==> src/rtl/mul8_rr_sched.sv <==
// Two-requester round-robin front end for one shared iterative
// shift-add multiplier; one product in flight at a time.
module mul8_rr_sched #(
  parameter int WIDTH = 8
) (
  input  logic               clk,
  input  logic               rst,
  input  logic               req0_valid,
  output logic               req0_ready,
  input  logic [WIDTH-1:0]   req0_a,
  input  logic [WIDTH-1:0]   req0_b,
  input  logic               req1_valid,
  output logic               req1_ready,
  input  logic [WIDTH-1:0]   req1_a,
  input  logic [WIDTH-1:0]   req1_b,
  output logic               rsp_valid,
  input  logic               rsp_ready,
  output logic               rsp_id,
  output logic [2*WIDTH-1:0] rsp_result,
  output logic               busy
);

  localparam int PW = 2 * WIDTH;
  localparam int CW = (WIDTH > 1) ? $clog2(WIDTH) : 1;

  typedef enum logic [1:0] {
    IDLE,
    CALC,
    DONE
  } state_t;

  state_t          state;
  logic            prio;
  logic            id_q;
  logic [PW-1:0]   a_sh;
  logic [PW-1:0]   acc;
  logic [WIDTH-1:0] b_q;
  logic [CW-1:0]   cnt;

  logic            gnt0;
  logic            gnt1;
  logic            hs0;
  logic            hs1;
  logic            last;
  logic [PW-1:0]   acc_nxt;
  logic [PW-1:0]   op_a;
  logic [WIDTH-1:0] op_b;

  // Priority only breaks ties; a lone valid requester always wins.
  always_comb begin
    gnt0 = req0_valid & (~req1_valid | ~prio);
    gnt1 = req1_valid & (~req0_valid | prio);
    req0_ready = (state == IDLE) & ~rst & gnt0;
    req1_ready = (state == IDLE) & ~rst & gnt1;
    hs0 = req0_ready & req0_valid;
    hs1 = req1_ready & req1_valid;
  end

  always_comb begin
    op_a = {{WIDTH{1'b0}}, req0_a};
    op_b = req0_b;
    if (hs1) begin
      op_a = {{WIDTH{1'b0}}, req1_a};
      op_b = req1_b;
    end
  end

  always_comb begin
    acc_nxt = acc;
    if (b_q[0]) acc_nxt = acc + a_sh;
    last = (cnt == CW'(WIDTH - 1));
  end

  always_ff @(posedge clk) begin
    if (rst) begin
      state      <= IDLE;
      prio       <= 1'b0;
      id_q       <= 1'b0;
      a_sh       <= '0;
      acc        <= '0;
      b_q        <= '0;
      cnt        <= '0;
      rsp_valid  <= 1'b0;
      rsp_id     <= 1'b0;
      rsp_result <= '0;
      busy       <= 1'b0;
    end else begin
      unique case (state)
        IDLE: begin
          if (hs0 | hs1) begin
            a_sh  <= op_a;
            b_q   <= op_b;
            acc   <= '0;
            cnt   <= '0;
            id_q  <= hs1;
            prio  <= hs0;
            busy  <= 1'b1;
            state <= CALC;
          end
        end
        CALC: begin
          acc  <= acc_nxt;
          a_sh <= a_sh << 1;
          b_q  <= b_q >> 1;
          cnt  <= cnt + 1'b1;
          // Full WIDTH iterations always run, even for b == 0.
          if (last) begin
            rsp_result <= acc_nxt;
            rsp_id     <= id_q;
            rsp_valid  <= 1'b1;
            state      <= DONE;
          end
        end
        DONE: begin
          if (rsp_ready) begin
            rsp_valid <= 1'b0;
            busy      <= 1'b0;
            state     <= IDLE;
          end
        end
        default: state <= IDLE;
      endcase
    end
  end

endmodule

==> config.mk <==
export PLATFORM = sky130hd
export DESIGN_NAME = mul8_rr_sched
export DESIGN_NICKNAME = d
export VERILOG_FILES = /design/src/rtl/mul8_rr_sched.sv
export SDC_FILE = /design/constraint.sdc
export NUM_CORES = 1
export LEC_CHECK = 0
export CORE_ASPECT_RATIO = 0.8
export CORE_MARGIN = 2
export CORE_UTILIZATION = 40
export CTS_BUF_LIST = sky130_fd_sc_hd__clkbuf_8
export DETAILED_ROUTE_END_ITERATION = 10
export PLACE_DENSITY_LB_ADDON = 0.2
export SLEW_MARGIN = 0
export SYNTH_ARGS = -nofsm -noshare
export SYNTH_HDL_FRONTEND = slang
export SYNTH_SLANG_ARGS = --single-unit
==> constraint.sdc <==
create_clock -name clk -period 2.7 [get_ports clk]
set_input_delay 0.54 -clock clk [delete_from_list [all_inputs] [get_ports clk]]
set_output_delay 0.54 -clock clk [all_outputs]
set_load 0.01 [all_outputs]
Yosys cells after proc, flatten, opt, wreduce, memory -nomap -nowiden --
Cells that the tools add are included.
Word-level totals: word-level logic and storage cells 63, register bits 66, output and inout bits 21, bits of input ports 37
Operators by class: $add $sub $neg 2, multiplexer cells 20, reductions and logical operators 10, bitwise gates (word level) 14, equality and inequality tests 6
Operators by type and width (count):
- 16-bit case mux with 2 select lines | 2
- 16-bit 2-to-1 mux | 3
- 8-bit 2-to-1 mux | 3
- 16-bit adder | 1
- 8-bit case mux with 2 select lines | 1
- 3-bit AND reduction | 3
- 1-bit AND | 7
- 2-bit 2-to-1 mux | 3
- 2-bit case mux with 3 select lines | 1
- 3-bit case mux with 2 select lines | 1
- 2-bit AND reduction | 3
- 2-bit nonzero test | 3
- 2-bit != test (second input constant) | 2
- 1-bit NOT | 4
- 1-bit case mux with 2 select lines | 2
- 3-bit by 1-bit adder with 3-bit output (second input constant) | 1
- 3-bit == test (second input constant) | 1
- 1-bit 2-to-1 mux | 3
- 3-bit 2-to-1 mux | 1
- 1-bit OR | 3
- 2-bit by 1-bit == test with 1-bit output (second input constant) | 1
- 2-bit == test (second input constant) | 1
- 2-bit zero test | 1
- 2-bit by 1-bit != test with 1-bit output (second input constant) | 1

Longest topological paths before layout --
depth in word-level cells 8, depth in mapped cells 9, depth with buffers taken out 9

Worst setup path before layout --
No wires, ideal clock.
path type flip-flop to flip-flop, start point reg a_sh[0], end point reg rsp_result[14], required time 2567 ps, path buffers 0, arrival time 2037 ps, setup time 133 ps, path slack 530 ps, cell stages (with the launch flop) 10, clock period less this slack 2170 ps, cell sequence dfxtp_1 > ha_1 > fa_1 > a21oi_1 > o221ai_1 > o22ai_1 > o21ai_1 > xor2_1 > mux2i_1 > a21oi_1
Between the ends: longest elaborated chain between the ends 2
Ends and longest elaborated chain:
- from (decl) | line 35 | logic [PW-1:0] a_sh;
- from (signal assigned) | line 91 | a_sh <= op_a;
- from (signal assigned) | line 103 | a_sh <= a_sh << 1;
- 16-bit adder | line 70 | if (b_q[0]) acc_nxt = acc + a_sh;
- 16-bit 2-to-1 mux | line 70
- to (signal assigned) | line 108 | rsp_result <= acc_nxt;
- to (decl) | line 19 | output logic [2*WIDTH-1:0] rsp_result,
Every way passes these cells. A chain may end at the register's enable or synchronous reset.

Final worst setup path --
start point reg state[1], end point out req1_ready
Between the ends: longest elaborated chain between the ends 3
Ends and longest elaborated chain:
- from (decl) | line 32 | state_t state;
- from (signal assigned) | line 76 | state <= IDLE;
- from (signal assigned) | line 98 | state <= CALC;
- from (signal assigned) | line 111 | state <= DONE;
- 2-bit zero test | line 54 | req1_ready = (state == IDLE) & ~rst & gnt1;
- 1-bit AND (2 in series) | line 54
- to (decl) | line 13 | output logic req1_ready,
Every way passes these cells.

==> reports/results.ini <==
[detailed_routing]
vias_per_cell = 5.540
dr.pass1.iters = 5
ant_nets = 0
drc = 0
drt_iter0_markers = 213
wire_per_inst_um = 15.06
num_vias = 3418
wl_mm = 9.292

[global_routing]
grt_max_degree = 57
overflow = 0
first_global_vias = 3123
grt_usage = 0.2053
antenna_found_initial = 0
grt_first_pass_wirelength_mm = 15.39

[worst_setup_path]
r2r_end = rsp_result[14]
crit_start = state[1]
worstPathArrival_ns = 1.99
criticalPathCategory = flop to output port
endpoint_kind = output port
endpoint = req1_ready
r2r_cells = 9
required_ns = 2.16
crit_path_max_fanout = 4
cp-start-kind = flop
rr_startpoint = a_sh[0]
ff2ff_setup_slack_ns = 0.22

[timing]
fin_crit_ns = 2.533
setup_viol = 0
max_freq_mhz = 394.8
rsz0062_at_grt = no
hold_viol_final = 0
worst_slew_pin_slew_ns = 0.8949
period_share = 0.9381
fin_setup_tns_ns = 0
slew-limit-headroom = 0.4030
fin_skew_ns = 0.01025
slew_viol_final = 0
whs_ns = 0.4639

[final_layout]
area_delta_synth_final_pct = 26.28
antenna_cells = 0
drive_gt1_frac = 0.07723
mostFrequentLayoutCells = 68 x nand2_1, 66 x dfxtp_1, 56 x clkdlybuf4s50_1, 55 x a21oi_1, 53 x nor2_1
fin_nets = 555
layout.cells.most_common = nand2_1

[yosys]
synth-compound-area-share = 0.2343
ys_types = 52
synthArstFlopShare = 0
synth_area_per_cell_um2 = 7.922
synthAdderAreaFrac = 0.06542
synth-simple-area-share = 0.2244
ys_seq_area_frac = 0.3714
yosys_warnings = 0
synth-xor-area-share = 0.02955
synth_seq_cells = 66
synth_top_family_by_area = compound AO/OA/AOI/OAI gates
synth_area_um2 = 3557
synth_edf_count = 0
ys.flop_type = dfxtp_1
synth.area.mux_share = 0.03130
syn_inst = 449
synth_nets = 504

[power]
p_int_mw = 1.855
power.leakage_nw = 1.740
pwr_density_cell_nw_per_um2 = 555.2
pwr-share-seq = 0.418
swShare = 0.2560
finalPower_mw = 2.494
clkPwrFrac = 0.448
pwr-share-comb = 0.135
ir_drop_mv = 0.3428
switchingPower_mw = 0.6385

[run]
cap_violations = 0

[cts]
cts_tree = yes
postCtsHoldBufs = 0
cts_max_level = 3
root_buffer = clkbuf_8
ctsLongestPathBuffers = 2
numCtsBuffers = 9
cts_resized = 0
clk_pin_slew_ns = 0.08
clock_latency_ns = 0.36
postCtsSetupBuffers = 0
cts_sinks = 66

[floorplanning]
rows = 30
die_h_um = 88.35
coreArea_um2 = 8558
die_x_um = 109.4
die-area_um2 = 9668
start_util = 0.4156
ios = 58

[hold_path]
hp-class = flop to flop

[place]
hpwl_mm = 6.443
io_buffers = 57
gp_congestion = 0.8655

[run_status]
status = complete, no violations

-- cells by family after synthesis --
group / Yosys count
adder cells (fa/ha/maj): 18
buffers and inverters: 36
multiplexers: 11
AND/OR/NAND/NOR: 176
XOR/XNOR: 12
AO/OA/AOI/OAI: 130
flip-flops: 66
-- power by group through the flow --
stage	combinational, mW	clock (mW)	sequential (mW)
2_1_floorplan	0.217	0	1.05
3_3_place_gp	0.331	0	1.06
3_5_place_dp	0.335	0	1.06
4_1_cts	0.338	1.13	1.04
5_1_grt	0.373	1.18	1.05
6_report	0.336	1.12	1.04
-- layout make-up --
type / instances / area (µm²)
fillers: 813 / 4066
multi-input cells: 347 / 2087
flip-flops and latches: 66 / 1321
repair buffers: 68 / 648.1
clock inverters: 7 / 141.4
well taps: 112 / 140.1
clock buffers: 9 / 123.9
inverters: 8 / 30.03
-- registers in the layout (all words and copies together), names as in the netlist --
name / count
acc: 16
rsp_id: 1
prio: 1
busy: 1
b_q: 8
a_sh: 16
cnt: 3
rsp_result: 16
rsp_valid: 1
state: 2
id_q: 1
-- worst min path at each step --
| stage | end | depth (start not counted) | from | slack [ns] |
|---|---|---|---|---|
| after global placement | rsp_id | 2 | rsp_id | 0.44 |
| after global routing | a_sh[11] | 2 | a_sh[10] | 0.49 |
| after floorplan | rsp_id | 2 | id_q | 0.43 |
| final | rsp_id | 2 | rsp_id | 0.46 |
| after detailed placement | rsp_id | 2 | rsp_id | 0.45 |
| after CTS | rsp_id | 2 | rsp_id | 0.46 |
-- critical path: stages (launching register included) --
cell and delay (ns):
dfxtp_1 0.36, nor3_1 0.36, nand3_1 0.26, clkinv_1 0.12
clkdlybuf4s50_1 0.54
-- metal layers --
| metal | global-route usage | wire length, µm | part of all wire | up-vias |
|---|---|---|---|---|
| met1 | 0.2886 | 4563 | 0.49 | 1587 |
| met5 | 0 | 0 | 0 | - |
| met4 | 0.06329 | 111 | 0.012 | 0 |
| met2 | 0.3143 | 3989 | 0.43 | 112 |
| li1 | - | - | - | 1709 |
| met3 | 0.04639 | 627 | 0.067 | 10 |
-- cells in the mapped netlist, drive strengths merged (2+ instances only) --
| cell type | number | area share |
|---|---|---|
| o211ai | 3 | 0.0063 |
| nand4 | 3 | 0.0053 |
| xnor2 | 6 | 0.015 |
| and3 | 4 | 0.0070 |
| a21o | 5 | 0.011 |
| nor3 | 7 | 0.0098 |
| or2 | 2 | 0.0035 |
| a22o | 2 | 0.0049 |
| dfxtp | 66 | 0.37 |
| ha | 17 | 0.060 |
| xor2 | 6 | 0.015 |
| nand3 | 24 | 0.034 |
| inv | 7 | 0.0074 |
| mux2i | 10 | 0.028 |
| o21ai | 18 | 0.025 |
| nand2b | 3 | 0.0053 |
| o31ai | 2 | 0.0042 |
| o22ai | 2 | 0.0035 |
| nor2b | 2 | 0.0035 |
| nor2 | 53 | 0.056 |
| nand2 | 69 | 0.074 |
| clkbuf | 19 | 0.020 |
| a21oi | 55 | 0.077 |
| nor4b | 3 | 0.016 |
| buf | 9 | 0.015 |
| a221oi | 14 | 0.034 |
| o41ai | 2 | 0.0049 |
| and2 | 4 | 0.0070 |
| o311ai | 2 | 0.0049 |
| a211oi | 7 | 0.015 |
| a31oi | 10 | 0.018 |
-- through the flow --
stage	worst slack, ns	instance area (µm²)	utilization	std cells
2_1_floorplan	0.5304	3557	-	449
3_3_place_gp	0.2159	4227	0.4939	601
3_5_place_dp	0.2284	4227	0.4939	601
4_1_cts	0.1370	4492	0.5249	617
5_1_grt	0.01480	4492	0.5249	617
6_report	0.1672	4492	0.5249	617
(Power assumes the default switching activity.)
